**config.mk**
```make
export PLATFORM = sky130hd
export DESIGN_NAME = config_write_scheduler
export DESIGN_NICKNAME = d
export VERILOG_FILES = /design/src/rtl/config_write_scheduler.sv
export SDC_FILE = /design/constraint.sdc
export NUM_CORES = 1
export LEC_CHECK = 0
export ABC_CLOCK_PERIOD_IN_PS = 8400
export CAP_MARGIN = 20
export CELL_PAD_IN_SITES_DETAIL_PLACEMENT = 1
export CELL_PAD_IN_SITES_GLOBAL_PLACEMENT = 2
export CORE_AREA = 2 2 227 207
export DETAILED_ROUTE_END_ITERATION = 6
export DIE_AREA = 0 0 229 209
export PLACE_DENSITY_LB_ADDON = 0.1
export SYNTH_ARGS = -nofsm -noshare
export SYNTH_HDL_FRONTEND = slang
export SYNTH_SLANG_ARGS = --single-unit
```
**constraint.sdc**
```tcl
create_clock -name i_Clock -period 8.4 [get_ports i_Clock]
set_input_delay 1.68 -clock i_Clock [delete_from_list [all_inputs] [get_ports i_Clock]]
set_output_delay 1.68 -clock i_Clock [all_outputs]
set_load 0.02 [all_outputs]
```
**src/rtl/config_write_scheduler.sv**
```systemverilog
// config_write_scheduler
// Queues register writes from the SPI port and releases them in one burst at
// the first sample-frame boundary after a host commit, so a parameter batch
// lands inside a single frame.
// Optional build macro: CFG_SINE_BYPASS_EN (sine-table writes skip the queue).
module config_write_scheduler #(
    parameter int DEPTH = 16,
    parameter int AW    = 4
) (
    input  logic          i_Clock,
    input  logic          i_Reset_n,
    input  logic          i_WriteEnable,
    input  logic [14:0]   i_WriteNumber,
    input  logic [15:0]   i_WriteValue,
    input  logic          i_Commit,
    input  logic          i_FrameStart,
    output logic          o_WriteEnable,
    output logic [14:0]   o_WriteNumber,
    output logic [15:0]   o_WriteValue,
    output logic          o_Busy,
    output logic          o_Overflow,
    output logic [AW:0]   o_Level
);

    typedef enum logic [1:0] {
        ST_IDLE  = 2'd0,
        ST_ARMED = 2'd1,
        ST_DRAIN = 2'd2
    } state_t;

    localparam logic [AW:0] FULL_LVL = (AW+1)'(DEPTH);
    localparam logic [AW:0] ZERO_LVL = {(AW+1){1'b0}};
    localparam logic [AW:0] ONE_LVL  = {{AW{1'b0}}, 1'b1};
    localparam logic [AW-1:0] PTR_ONE = {{(AW-1){1'b0}}, 1'b1};

    logic [30:0]   mem_q [DEPTH];
    logic [AW-1:0] wr_ptr_q;
    logic [AW-1:0] rd_ptr_q;
    logic [AW:0]   count_q;
    logic [AW:0]   count_d;
    logic [AW:0]   commit_count_q;
    logic [AW:0]   commit_count_d;
    state_t        state_q;

    logic          we_q;
    logic [14:0]   num_q;
    logic [15:0]   val_q;
    logic          busy_q;
    logic          ovf_q;

    logic          full_s;
    logic          bypass_s;
    logic          pop_s;
    logic          push_s;
    logic          drop_s;

    assign full_s = (count_q == FULL_LVL);

`ifdef CFG_SINE_BYPASS_EN
    // Sine-table writes go straight to the output and steal the pop slot.
    assign bypass_s = i_WriteEnable & i_WriteNumber[14];
`else
    assign bypass_s = 1'b0;
`endif

    // commit_count never exceeds occupancy, so a nonzero count implies data.
    assign pop_s  = (state_q == ST_DRAIN) && (commit_count_q != ZERO_LVL) && !bypass_s;
    // A pop in the same cycle frees a slot, so a full FIFO still accepts.
    assign push_s = i_WriteEnable && !bypass_s && (!full_s || pop_s);
    assign drop_s = i_WriteEnable && !bypass_s && full_s && !pop_s;

    // Occupancy after this cycle's push and pop.
    always_comb begin
        count_d = count_q;
        case ({push_s, pop_s})
            2'b10:   count_d = count_q + ONE_LVL;
            2'b01:   count_d = count_q - ONE_LVL;
            default: count_d = count_q;
        endcase
    end

    // Commit reloads the release count with post-push/pop occupancy; pops count it down.
    always_comb begin
        commit_count_d = commit_count_q;
        if (i_Commit && (count_d != ZERO_LVL)) begin
            commit_count_d = count_d;
        end else if (pop_s) begin
            commit_count_d = commit_count_q - ONE_LVL;
        end else begin
            commit_count_d = commit_count_q;
        end
    end

    // FIFO storage; entries need no reset because pointers gate every read.
    always_ff @(posedge i_Clock) begin
        if (push_s) begin
            mem_q[wr_ptr_q] <= {i_WriteNumber, i_WriteValue};
        end
    end

    // FIFO pointers, occupancy and sticky overflow flag.
    always_ff @(posedge i_Clock or negedge i_Reset_n) begin
        if (!i_Reset_n) begin
            wr_ptr_q <= {AW{1'b0}};
            rd_ptr_q <= {AW{1'b0}};
            count_q  <= ZERO_LVL;
            ovf_q    <= 1'b0;
        end else begin
            if (push_s) begin
                wr_ptr_q <= wr_ptr_q + PTR_ONE;
            end
            if (pop_s) begin
                rd_ptr_q <= rd_ptr_q + PTR_ONE;
            end
            count_q <= count_d;
            if (drop_s) begin
                ovf_q <= 1'b1;
            end
        end
    end

    // Release FSM with commit counter, busy flag and registered write port.
    always_ff @(posedge i_Clock or negedge i_Reset_n) begin
        if (!i_Reset_n) begin
            state_q        <= ST_IDLE;
            commit_count_q <= ZERO_LVL;
            busy_q         <= 1'b0;
            we_q           <= 1'b0;
            num_q          <= 15'd0;
            val_q          <= 16'd0;
        end else begin
            commit_count_q <= commit_count_d;

            case (state_q)
                ST_IDLE: begin
                    if (commit_count_q != ZERO_LVL) begin
                        state_q <= ST_ARMED;
                        busy_q  <= 1'b1;
                    end else begin
                        state_q <= ST_IDLE;
                        busy_q  <= 1'b0;
                    end
                end
                ST_ARMED: begin
                    busy_q <= 1'b1;
                    if (i_FrameStart) begin
                        state_q <= ST_DRAIN;
                    end
                end
                ST_DRAIN: begin
                    // Frame pulses are ignored here; a recommit simply extends the drain.
                    if (commit_count_d == ZERO_LVL) begin
                        state_q <= ST_IDLE;
                        busy_q  <= 1'b0;
                    end else begin
                        busy_q  <= 1'b1;
                    end
                end
                default: begin
                    state_q <= ST_IDLE;
                    busy_q  <= 1'b0;
                end
            endcase

            // Data holds its last issued value when no strobe is issued.
            we_q <= bypass_s | pop_s;
            if (bypass_s) begin
                num_q <= i_WriteNumber;
                val_q <= i_WriteValue;
            end else if (pop_s) begin
                num_q <= mem_q[rd_ptr_q][30:16];
                val_q <= mem_q[rd_ptr_q][15:0];
            end
        end
    end

    assign o_WriteEnable = we_q;
    assign o_WriteNumber = num_q;
    assign o_WriteValue  = val_q;
    assign o_Busy        = busy_q;
    assign o_Overflow    = ovf_q;
    assign o_Level       = count_q;

endmodule

```
==> results_dict.tcl <==
set metrics [dict create \
    coreArea_um2 45800 \
    placed_cells 1637 \
    layout.nets 1123 \
    die_y_um 209 \
    syn_to_final_growth_pct 16.6 \
    syn_inst 971 \
    routed_via_density 5.62 \
    hold_depth 1 \
    comb_power_share_pct 30.1 \
    clock_skew_ns 0.0209 \
    outcome "complete, no violations" \
    cts_tree "done" \
    finalCriticalPeriod_ns 4.95 \
    synth_area_leaders "edfxtp_1, mux4_2, dfrtp_1, nand2_1, clkbuf_1" \
    n_fill_cell 4030 \
    clock_latency_ns 0.60 \
    timing.slew.headroom_pct 23.6 \
    grt_first_pass_wirelength_mm 70.8 \
    fin_ws_ns 3.45 \
    peakVddDrop_uv 231 \
    cts.repair.resized 0 \
    holdBufCountCts 0 \
    clkPwrFrac_pct 28.1 \
    hold_path.class "flip-flop to flip-flop" \
    fmax_mhz 202 \
    cp-start-kind "flip-flop" \
    layout_common_cells "edfxtp_1, mux4_2, nand2_1, clkdlybuf4s50_1, clkbuf_16" \
    power.leakage_nw 8.01 \
    syn_area_um2 21100 \
    wl_per_cell_um 26.7 \
    track_usage_pct 20.2 \
    place_ws_ns 3.18 \
    final_common_cell "edfxtp_1" \
    required_ns 8.64 \
    grt_max_degree 58 \
    cp-end-kind "flip-flop" \
    grt_pass1_vias 10700 \
    setup-tns-final_ns 0 \
    reg2regPathDepth 10 \
    ys_seq_area_share_pct 77.0 \
    synth_async_sr_flop_share_pct 9.82 \
    synth_fp_nets 1015 \
    switchingPower_mw 2.67 \
    rsz0062_at_grt "false" \
    drt_iter0_drc 784 \
    ant_nets 0 \
    synth_top_area_cell "edfxtp_1" \
    critPathKind "flip-flop to flip-flop" \
    layout-drive-gt1-share_pct 25.9 \
    post_cts.repair.setup_buffers 0 \
    ys_warn_count 0 \
    finalHoldViolCount 0 \
    avgSynthCellArea_um2 21.7 \
    seqPwrFrac_pct 41.8 \
    portBuffers 74 \
    synthDistinctLibCells 44 \
    synth-main-ff-cell "edfxtp_1" \
    finalSetupViolCount 0 \
    h-tree-depth 2 \
    intPower_mw 6.09 \
    synth_seq_cells 550 \
    numCtsBuffers 55 \
    swShare_pct 30.5 \
    path_clk_slew_ns 0.06 \
    critPathMaxFanout 46 \
    cp.arrival_ns 5.18 \
    dp_hpwl_mm 27.1 \
    die_area_um2 47900 \
    cts_buffer_depth 3 \
    floorplan.initialDensity_pct 46.1 \
    synth_edf_count 496 \
    drcViolationCount 0 \
    fp-row-count 75 \
    instances_no_fill 1739 \
    antenna_cells 0 \
    wirelength_mm 46.4 \
    drv_cap 0 \
    io_pins 75 \
    p_per_area_nw_per_um2 356 \
    grt_antenna_before_repair 0 \
    drtPass1Iterations 5 \
    grt-ovfl-total 0 \
    die_x_um 229 \
    final_core_util_pct 53.8 \
    vias 9772 \
    finalMaxSlewViolations 0 \
    root_buffer "clkbuf_16" \
    cts_sinks 550 \
    final.period_utilization_pct 58.9 \
    yosys.area.top_type_share_pct 70.6 \
    place_congestion 0.716 \
    worst_pin_slew_ns 1.15 \
]
==> sequential cells by signal (all words and copies together) (netlist names) <==
signal          cells
o_WriteEnable       1
o_Overflow          1
o_WriteNumber      15
rd_ptr_q            4
state_q             2
mem_q             496
o_WriteValue       16
wr_ptr_q            4
o_Level             5
commit_count_q      5
o_Busy              1
==> routing by layer <==
| layer | GRT usage, % | vias up | share of wire [%] |
|---|---|---|---|
| met2 | 31.8 | 207 | 48 |
| li1 | - | 4187 | - |
| met3 | 3.37 | 55 | 4.5 |
| met1 | 29.7 | 5323 | 46 |
| met4 | 5.04 | 0 | 1.7 |
| met5 | 0 | - | 0 |
==> logic make-up (layout without fill, tap and decap cells) <==
kind of cell | Yosys count | count (layout) | share of synthesized area (%)
AOI/OAI and AO/OA | 26 | 26 | 0.996
xor gates and xnor gates | 16 | 16 | 0.735
adders and majority gates | 8 | 8 | 0.474
buffers and inverters | 56 | 208 | 1.06
DFF | 550 | 550 | 77.0
muxes | 156 | 156 | 16.6
and+or+nand+nor | 159 | 159 | 3.18
==> layout make-up <==
class	count	area (um2)	area share (%)
flip-flops and latches	550	16300	66.0
multi-input cells	365	4750	19.3
clock buffers	74	1490	6.04
repair buffers	98	1010	4.09
well taps	616	771	3.13
clock inverters	27	309	1.26
inverters	9	36.3	0.147
==> worst max-delay path: stages, from the launching register on <==
cell,delay (ns)
dfrtp_1,0.43
inv_1,0.09
ha_1,0.20
or4b_1,0.33
nand2_4,0.39
inv_4,0.61
nor2_1,0.10
nor2_1,0.62
nand2_1,0.40
nor3_2,0.85
buf_4,0.51
==> path summary, 6_finish.rpt <==
| path | endpoint | slack, ns | from |
|---|---|---|---|
| min in group asynchronous | o_WriteValue[8] | 1.19 | i_Reset_n |
| max in group asynchronous | rd_ptr_q[0] | 6.54 | i_Reset_n |
| hold reg to reg | o_Overflow | 0.47 | o_Overflow |
| setup reg to reg | mem_q[2][3] | 3.45 | commit_count_q[0] |
| setup / recovery | mem_q[2][3] | 3.45 | commit_count_q[0] |
| hold / removal | o_Overflow | 0.47 | o_Overflow |
==> power groups by stage <==
stage                     clock network [mW]  logic, mW  registers [mW]
after floorplan                            0       1.78            3.67
after global placement                     0       2.66            3.72
after detailed placement                   0       2.70            3.73
after CTS                               2.52       2.71            3.68
after global routing                    2.61       2.86            3.72
final                                   2.46       2.63            3.67
==> cell usage after synthesis, types with 2 or more instances <==
master    count
edfxtp_1    496
mux4_2      155
nand2_1     109
dfrtp_1      54
clkbuf_1     33
nor2_1       20
buf_1        11
nor3_1       10
xnor2_1       9
ha_1          8
inv_1         8
o21ai_0       7
xor2_1        5
a21oi_1       4
nand4_1       4
a31oi_1       3
nand2b_1      3
nand3_1       3
buf_2         2
nor4_1        2
xnor2_2       2
==> stage by stage <==
stage                     total power, mW  area [um2]  hold slack (ns)
after floorplan                      5.45       21100            0.454
after global placement               6.37       22700            0.456
after detailed placement             6.43       22800            0.458
after CTS                            8.90       24600            0.473
after global routing                 9.19       24600            0.480
final                                8.76       24600            0.467
(Power assumes the default switching activity.)
